**src/rtl/log_table_writer.sv**
```systemverilog
// log_table_writer
// Producer side of the iDFI log table. Each accepted record {ID, address, data}
// is written as three 32-bit words into a circular table in memory. The
// pointer to the next free entry is then published, and o_trigger pulses so
// the iDFI checker fetches the new record.
//
// Ports:
//   clk, rst           clock (rising edge), synchronous active-high reset
//   i_logValid         record valid from the instrumentation side
//   o_logReady         writer can accept a record (IDLE only)
//   i_logId            record ID field
//   i_logAddr          accessed-address field
//   i_logData          data field
//   o_memReq           memory write request
//   o_memAddr          memory write address
//   o_memWdata         memory write data
//   i_memAck           memory write accepted
//   o_logAddrptr       base address of the next entry to be written
//   o_trigger          one-cycle pulse when an entry is committed
//   o_wrapped          sticky: the table has wrapped at least once
//   o_busy             FSM not in IDLE
module log_table_writer #(
   parameter int                      N_ADDR_WIDTH      = 32,
   parameter int                      N_DATA_WIDTH      = 32,
   parameter logic [N_ADDR_WIDTH-1:0] LOGTABLE_ADDRINIT = 32'h1FEFF800,
   parameter logic [N_ADDR_WIDTH-1:0] LOGTABLE_ADDREND  = 32'h1FEFFBF0,
   parameter int                      N_IDLOG_TEMP      = 32,
   parameter int                      N_ADDRLOG_WIDTH   = 32,
   parameter int                      N_DATALOG_WIDTH   = 32
) (
   input  logic                       clk,
   input  logic                       rst,
   input  logic                       i_logValid,
   output logic                       o_logReady,
   input  logic [N_IDLOG_TEMP-1:0]    i_logId,
   input  logic [N_ADDRLOG_WIDTH-1:0] i_logAddr,
   input  logic [N_DATALOG_WIDTH-1:0] i_logData,
   output logic                       o_memReq,
   output logic [N_ADDR_WIDTH-1:0]    o_memAddr,
   output logic [N_DATA_WIDTH-1:0]    o_memWdata,
   input  logic                       i_memAck,
   output logic [N_ADDR_WIDTH-1:0]    o_logAddrptr,
   output logic                       o_trigger,
   output logic                       o_wrapped,
   output logic                       o_busy
);

   typedef enum logic [2:0] {
      S_IDLE    = 3'd0,
      S_WR_ID   = 3'd1,
      S_WR_ADDR = 3'd2,
      S_WR_DATA = 3'd3,
      S_COMMIT  = 3'd4
   } state_t;

   localparam logic [N_ADDR_WIDTH-1:0] ENTRY_BYTES = N_ADDR_WIDTH'(12);

   state_t                       state_q, state_d;
   logic                         ready_q, ready_d;
   logic [N_ADDR_WIDTH-1:0]      ptr_q, ptr_d;
   logic                         wrapped_q, wrapped_d;
   logic [N_IDLOG_TEMP-1:0]      id_q, id_d;
   logic [N_ADDRLOG_WIDTH-1:0]   addr_q, addr_d;
   logic [N_DATALOG_WIDTH-1:0]   data_q, data_d;

   // Control state is reset; the captured record fields are only meaningful
   // after a capture and need no reset.
   always_ff @(posedge clk) begin
      if (rst) begin
         state_q   <= S_IDLE;
         ready_q   <= 1'b0;
         ptr_q     <= LOGTABLE_ADDRINIT;
         wrapped_q <= 1'b0;
      end else begin
         state_q   <= state_d;
         ready_q   <= ready_d;
         ptr_q     <= ptr_d;
         wrapped_q <= wrapped_d;
      end
      id_q   <= id_d;
      addr_q <= addr_d;
      data_q <= data_d;
   end

   always_comb begin
      state_d   = state_q;
      ptr_d     = ptr_q;
      wrapped_d = wrapped_q;
      id_d      = id_q;
      addr_d    = addr_q;
      data_d    = data_q;
      case (state_q)
         S_IDLE: begin
            // ready_q is low in the first cycle after reset, so a record
            // offered then is held by the producer, not taken.
            if (ready_q && i_logValid) begin
               id_d    = i_logId;
               addr_d  = i_logAddr;
               data_d  = i_logData;
               state_d = S_WR_ID;
            end
         end
         S_WR_ID: begin
            if (i_memAck) state_d = S_WR_ADDR;
         end
         S_WR_ADDR: begin
            if (i_memAck) state_d = S_WR_DATA;
         end
         S_WR_DATA: begin
            // The pointer moves only here, so the reader never sees a
            // partially written entry.
            if (i_memAck) begin
               if (ptr_q == LOGTABLE_ADDREND) begin
                  ptr_d     = LOGTABLE_ADDRINIT;
                  wrapped_d = 1'b1;
               end else begin
                  ptr_d = ptr_q + ENTRY_BYTES;
               end
               state_d = S_COMMIT;
            end
         end
         S_COMMIT: begin
            state_d = S_IDLE;
         end
         default: begin
            state_d = S_IDLE;
         end
      endcase
      // Registered ready: high exactly when the FSM sits in IDLE out of reset.
      ready_d = (state_d == S_IDLE);
   end

   // Memory-side outputs are decoded from state and captured fields only.
   always_comb begin
      o_memReq   = 1'b0;
      o_memAddr  = '0;
      o_memWdata = '0;
      case (state_q)
         S_WR_ID: begin
            o_memReq   = 1'b1;
            o_memAddr  = ptr_q;
            o_memWdata = N_DATA_WIDTH'(id_q);
         end
         S_WR_ADDR: begin
            o_memReq   = 1'b1;
            o_memAddr  = ptr_q + N_ADDR_WIDTH'(4);
            o_memWdata = N_DATA_WIDTH'(addr_q);
         end
         S_WR_DATA: begin
            o_memReq   = 1'b1;
            o_memAddr  = ptr_q + N_ADDR_WIDTH'(8);
            o_memWdata = N_DATA_WIDTH'(data_q);
         end
         default: begin
            o_memReq = 1'b0;
         end
      endcase
   end

   assign o_logReady   = ready_q;
   assign o_logAddrptr = ptr_q;
   assign o_wrapped    = wrapped_q;
   assign o_trigger    = (state_q == S_COMMIT);
   assign o_busy       = (state_q != S_IDLE);

endmodule

```
**config.mk**
```make
export PLATFORM = sky130hd
export DESIGN_NAME = log_table_writer
export DESIGN_NICKNAME = d
export VERILOG_FILES = /design/src/rtl/log_table_writer.sv
export SDC_FILE = /design/constraint.sdc
export NUM_CORES = 1
export LEC_CHECK = 0
export ABC_AREA = 1
export CORE_UTILIZATION = 53
export CTS_BUF_LIST = sky130_fd_sc_hd__clkbuf_8
export DETAILED_ROUTE_END_ITERATION = 10
export PLACE_DENSITY = 0.88
export SLEW_MARGIN = 20
export SYNTH_ARGS = -nofsm -noshare
export SYNTH_HDL_FRONTEND = slang
export SYNTH_SLANG_ARGS = --single-unit
```
**constraint.sdc**
```tcl
create_clock -name clk -period 8.7 [get_ports clk]
set_input_delay 2.175 -clock clk [delete_from_list [all_inputs] [get_ports clk]]
set_output_delay 2.175 -clock clk [all_outputs]
set_load 0.03 [all_outputs]
```
==> results.md <==
* CP Data Required Time at 6.53 ns
* CP max-delay cell: clkdlybuf4s50_1
* Sequential area share after synthesis at 0.530
* # rows at 40
* Fin cells at 1206
* Final nets at 1131
* Relative slew slack at 0.444
* DRC viols at 0
* Total power at 1470 uW
* M2 GR Usage at 0.596
* Via count at 6732
* CTS tree: done
* Die footprint at 13200 um^2
* CP endpoint kind: primary output
* Area contributors post-synth: edfxtp_1 (43%), nand2_1 (15%), dfxtp_1 (10%)
* Gr usage total at 0.345
* Synth Instances at 829
* Met1 global-route usage at 0.387
* Worst Clk Skew at 0.0136 ns
* Initial cell density of the core at 0.554
* Pins over their slew limit at 0
* Initial detailed-routing violation count at 582
* Worst slack, placed at 3.70 ns
* Setup Fix Bufs, Post-CTS at 0
* Pin count of the biggest net entering global routing at 97
* WP buf/inv at 2
* Worst Setup Start Kind: flop
* Post-DP HPWL at 15400 um
* Syn_area_per_cell at 8.16 um^2
* Pleak at 0.00377 uW
* Synth top area share at 0.426
* Die Height at 115 um
* Unique masters post-synth at 36
* Yosys warns at 0
* Placed insts at 1175
* Vias in the first global route at 6584
* Power Density at 159 nW/um^2
* CP most frequent cell: nand2_1
* Crit Path Category: flop to primary output
* GP Congestion at 1.04
* Ys async rst share at 0
* IO Port Bufs at 196
* WP data arrival at 3.32 ns
* DR pass1 iterations at 5
* Fin Setup TNS at 0 ns
* Tcrit/Tclk final at 0.631
* Commonest non-fill, non-tap cell in the layout: nand2_1
* WL/cell at 18.3 um
* Ratio of cells with drive above 1 in the final layout at 0.0617
* Core area at 12200 um^2
* Final Hold Viols at 0
* Min cycle time layout at 5.49 ns
* Root buf cell: clkbuf_8
* Post_cts resized at 0
* Hold Buf Count CTS at 0
* Crit path max fanout at 33
* Met3 usage at 0.0901
* Number of clock sinks at 131
* Synthesis-to-finish area growth at 36.7%
* Clk buf depth at 2
* First-pass GRT wire length at 33700 um
* Outcome: finished clean
* Die outline width at 115 um
* Post-synthesis cell area at 6760 um^2
* Final WL at 22100 um
* Crit path cell chain: nand2_1 > nor2_4 > buf_4 > nand2_1 > nand3_1 > clkdlybuf4s50_1
* Util after Layout at 0.757
* Max cap viols at 0
* Latest clock arrival within the worst-skew pair at 0.45 ns
* Worst path max stage delay at 0.71 ns
* Post-synth EDFFs at 96
* CTS buffer count at 17
* Most frequent cells in the layout: nand2_1 (267), clkdlybuf4s50_1 (196), nand3_1 (122), edfxtp_1 (96), nor2_1 (77)
* Initial antenna violation count at 0
* Worst hold path type: flop to flop
* I/O pin count at 201
* VDD IR max at 0.159 mV
* H-tree depth at 4
* Antenna Nets Post-Route at 0
* Fmax at 182 MHz
* Total global routing overflow at 0
* Worst setup margin at 3.21 ns
* Setup violators final at 0
* ANT cells at 0
* Worst-path clk slew at 0.08 ns
* Worst slew pin tran at 0.834 ns
* Vias/cell at 5.58
* Register bit total from synthesis at 131
* Top cell type by total area after synthesis: edfxtp_1
* Main synth FF type: edfxtp_1
* CP delay by family, top: buffers and inverters
* GRT Max-Usage Layer: met2
* RSZ-0062 raised after global routing: false
==> Yosys cell counts, drive strengths merged, types with 5 or more instances <==
master,n
inv,74
ha,5
nand3,123
edfxtp,96
clkbuf,13
buf,12
o211ai,8
dfxtp,35
xor2,10
o21ai,38
nor3,7
nand4,11
nor2,96
nand2,274
a21oi,16
==> power by group <==
part / switching (uW) / internal (uW)
combinational: 142 / 100
sequential: 11.3 / 710
clock: 253 / 252
total: 406 / 1060
==> final cells by class <==
type                       count  area, um^2
timing repair buffer         200        2000
clock inverter                14         140
tap                          168         210
inverter                      75         283
multi-input combinational    601        2800
sequential                   131        3580
fill                         882        2970
clock buffer                  17         234
==> through the flow <==
step	hold WS [ns]	instance area (um^2)
3_3_place_gp	0.442	8860
4_1_cts	0.468	9240
6_report	0.463	9240
2_1_floorplan	0.575	6770
3_5_place_dp	0.453	8860
5_1_grt	0.491	9240
==> layer usage <==
| layer | part of all wire | routed length (um) | up-vias |
|---|---|---|---|
| met5 | 0 | 0 | - |
| met4 | 0.056 | 1230 | 0 |
| met3 | 0.094 | 2080 | 84 |
| met2 | 0.48 | 10700 | 439 |
| met1 | 0.37 | 8130 | 3071 |
| li1 | - | - | 3138 |
==> sequential cells by signal (all words and copies together), names as in the netlist <==
signal,count
o_logAddrptr,30
data_q,32
state_q,3
addr_q,32
o_wrapped,1
id_q,32
o_logReady,1
==> worst min-delay path, stage by stage (launching register included) <==
cell	delay [ns]
dfxtp_1	0.32
inv_1	0.05
a21oi_1	0.05
==> cells by family after synthesis <==
group                    after synthesis  synth area share
buffers and inverters                100            0.0601
other                                  1          0.000555
flip-flops                           131             0.530
AND/OR/NAND/NOR                      513             0.330
AO/OA/AOI/OAI                         68            0.0557
adder cells (fa/ha/maj)                5           0.00925
XOR/XNOR                              11            0.0142
==> worst paths after layout <==
check                           startpoint                to  slack (ns)  depth (start not counted)
worst max-delay path            state_q[1]     o_memWdata[5]        3.21                          6
worst min-delay path             o_wrapped         o_wrapped        0.46                          2
worst max register to register  state_q[1]  o_logAddrptr[11]        6.27                          6
worst min register to register   o_wrapped         o_wrapped        0.46                          2
No activity file was read; power rests on OpenSTA's default activity.
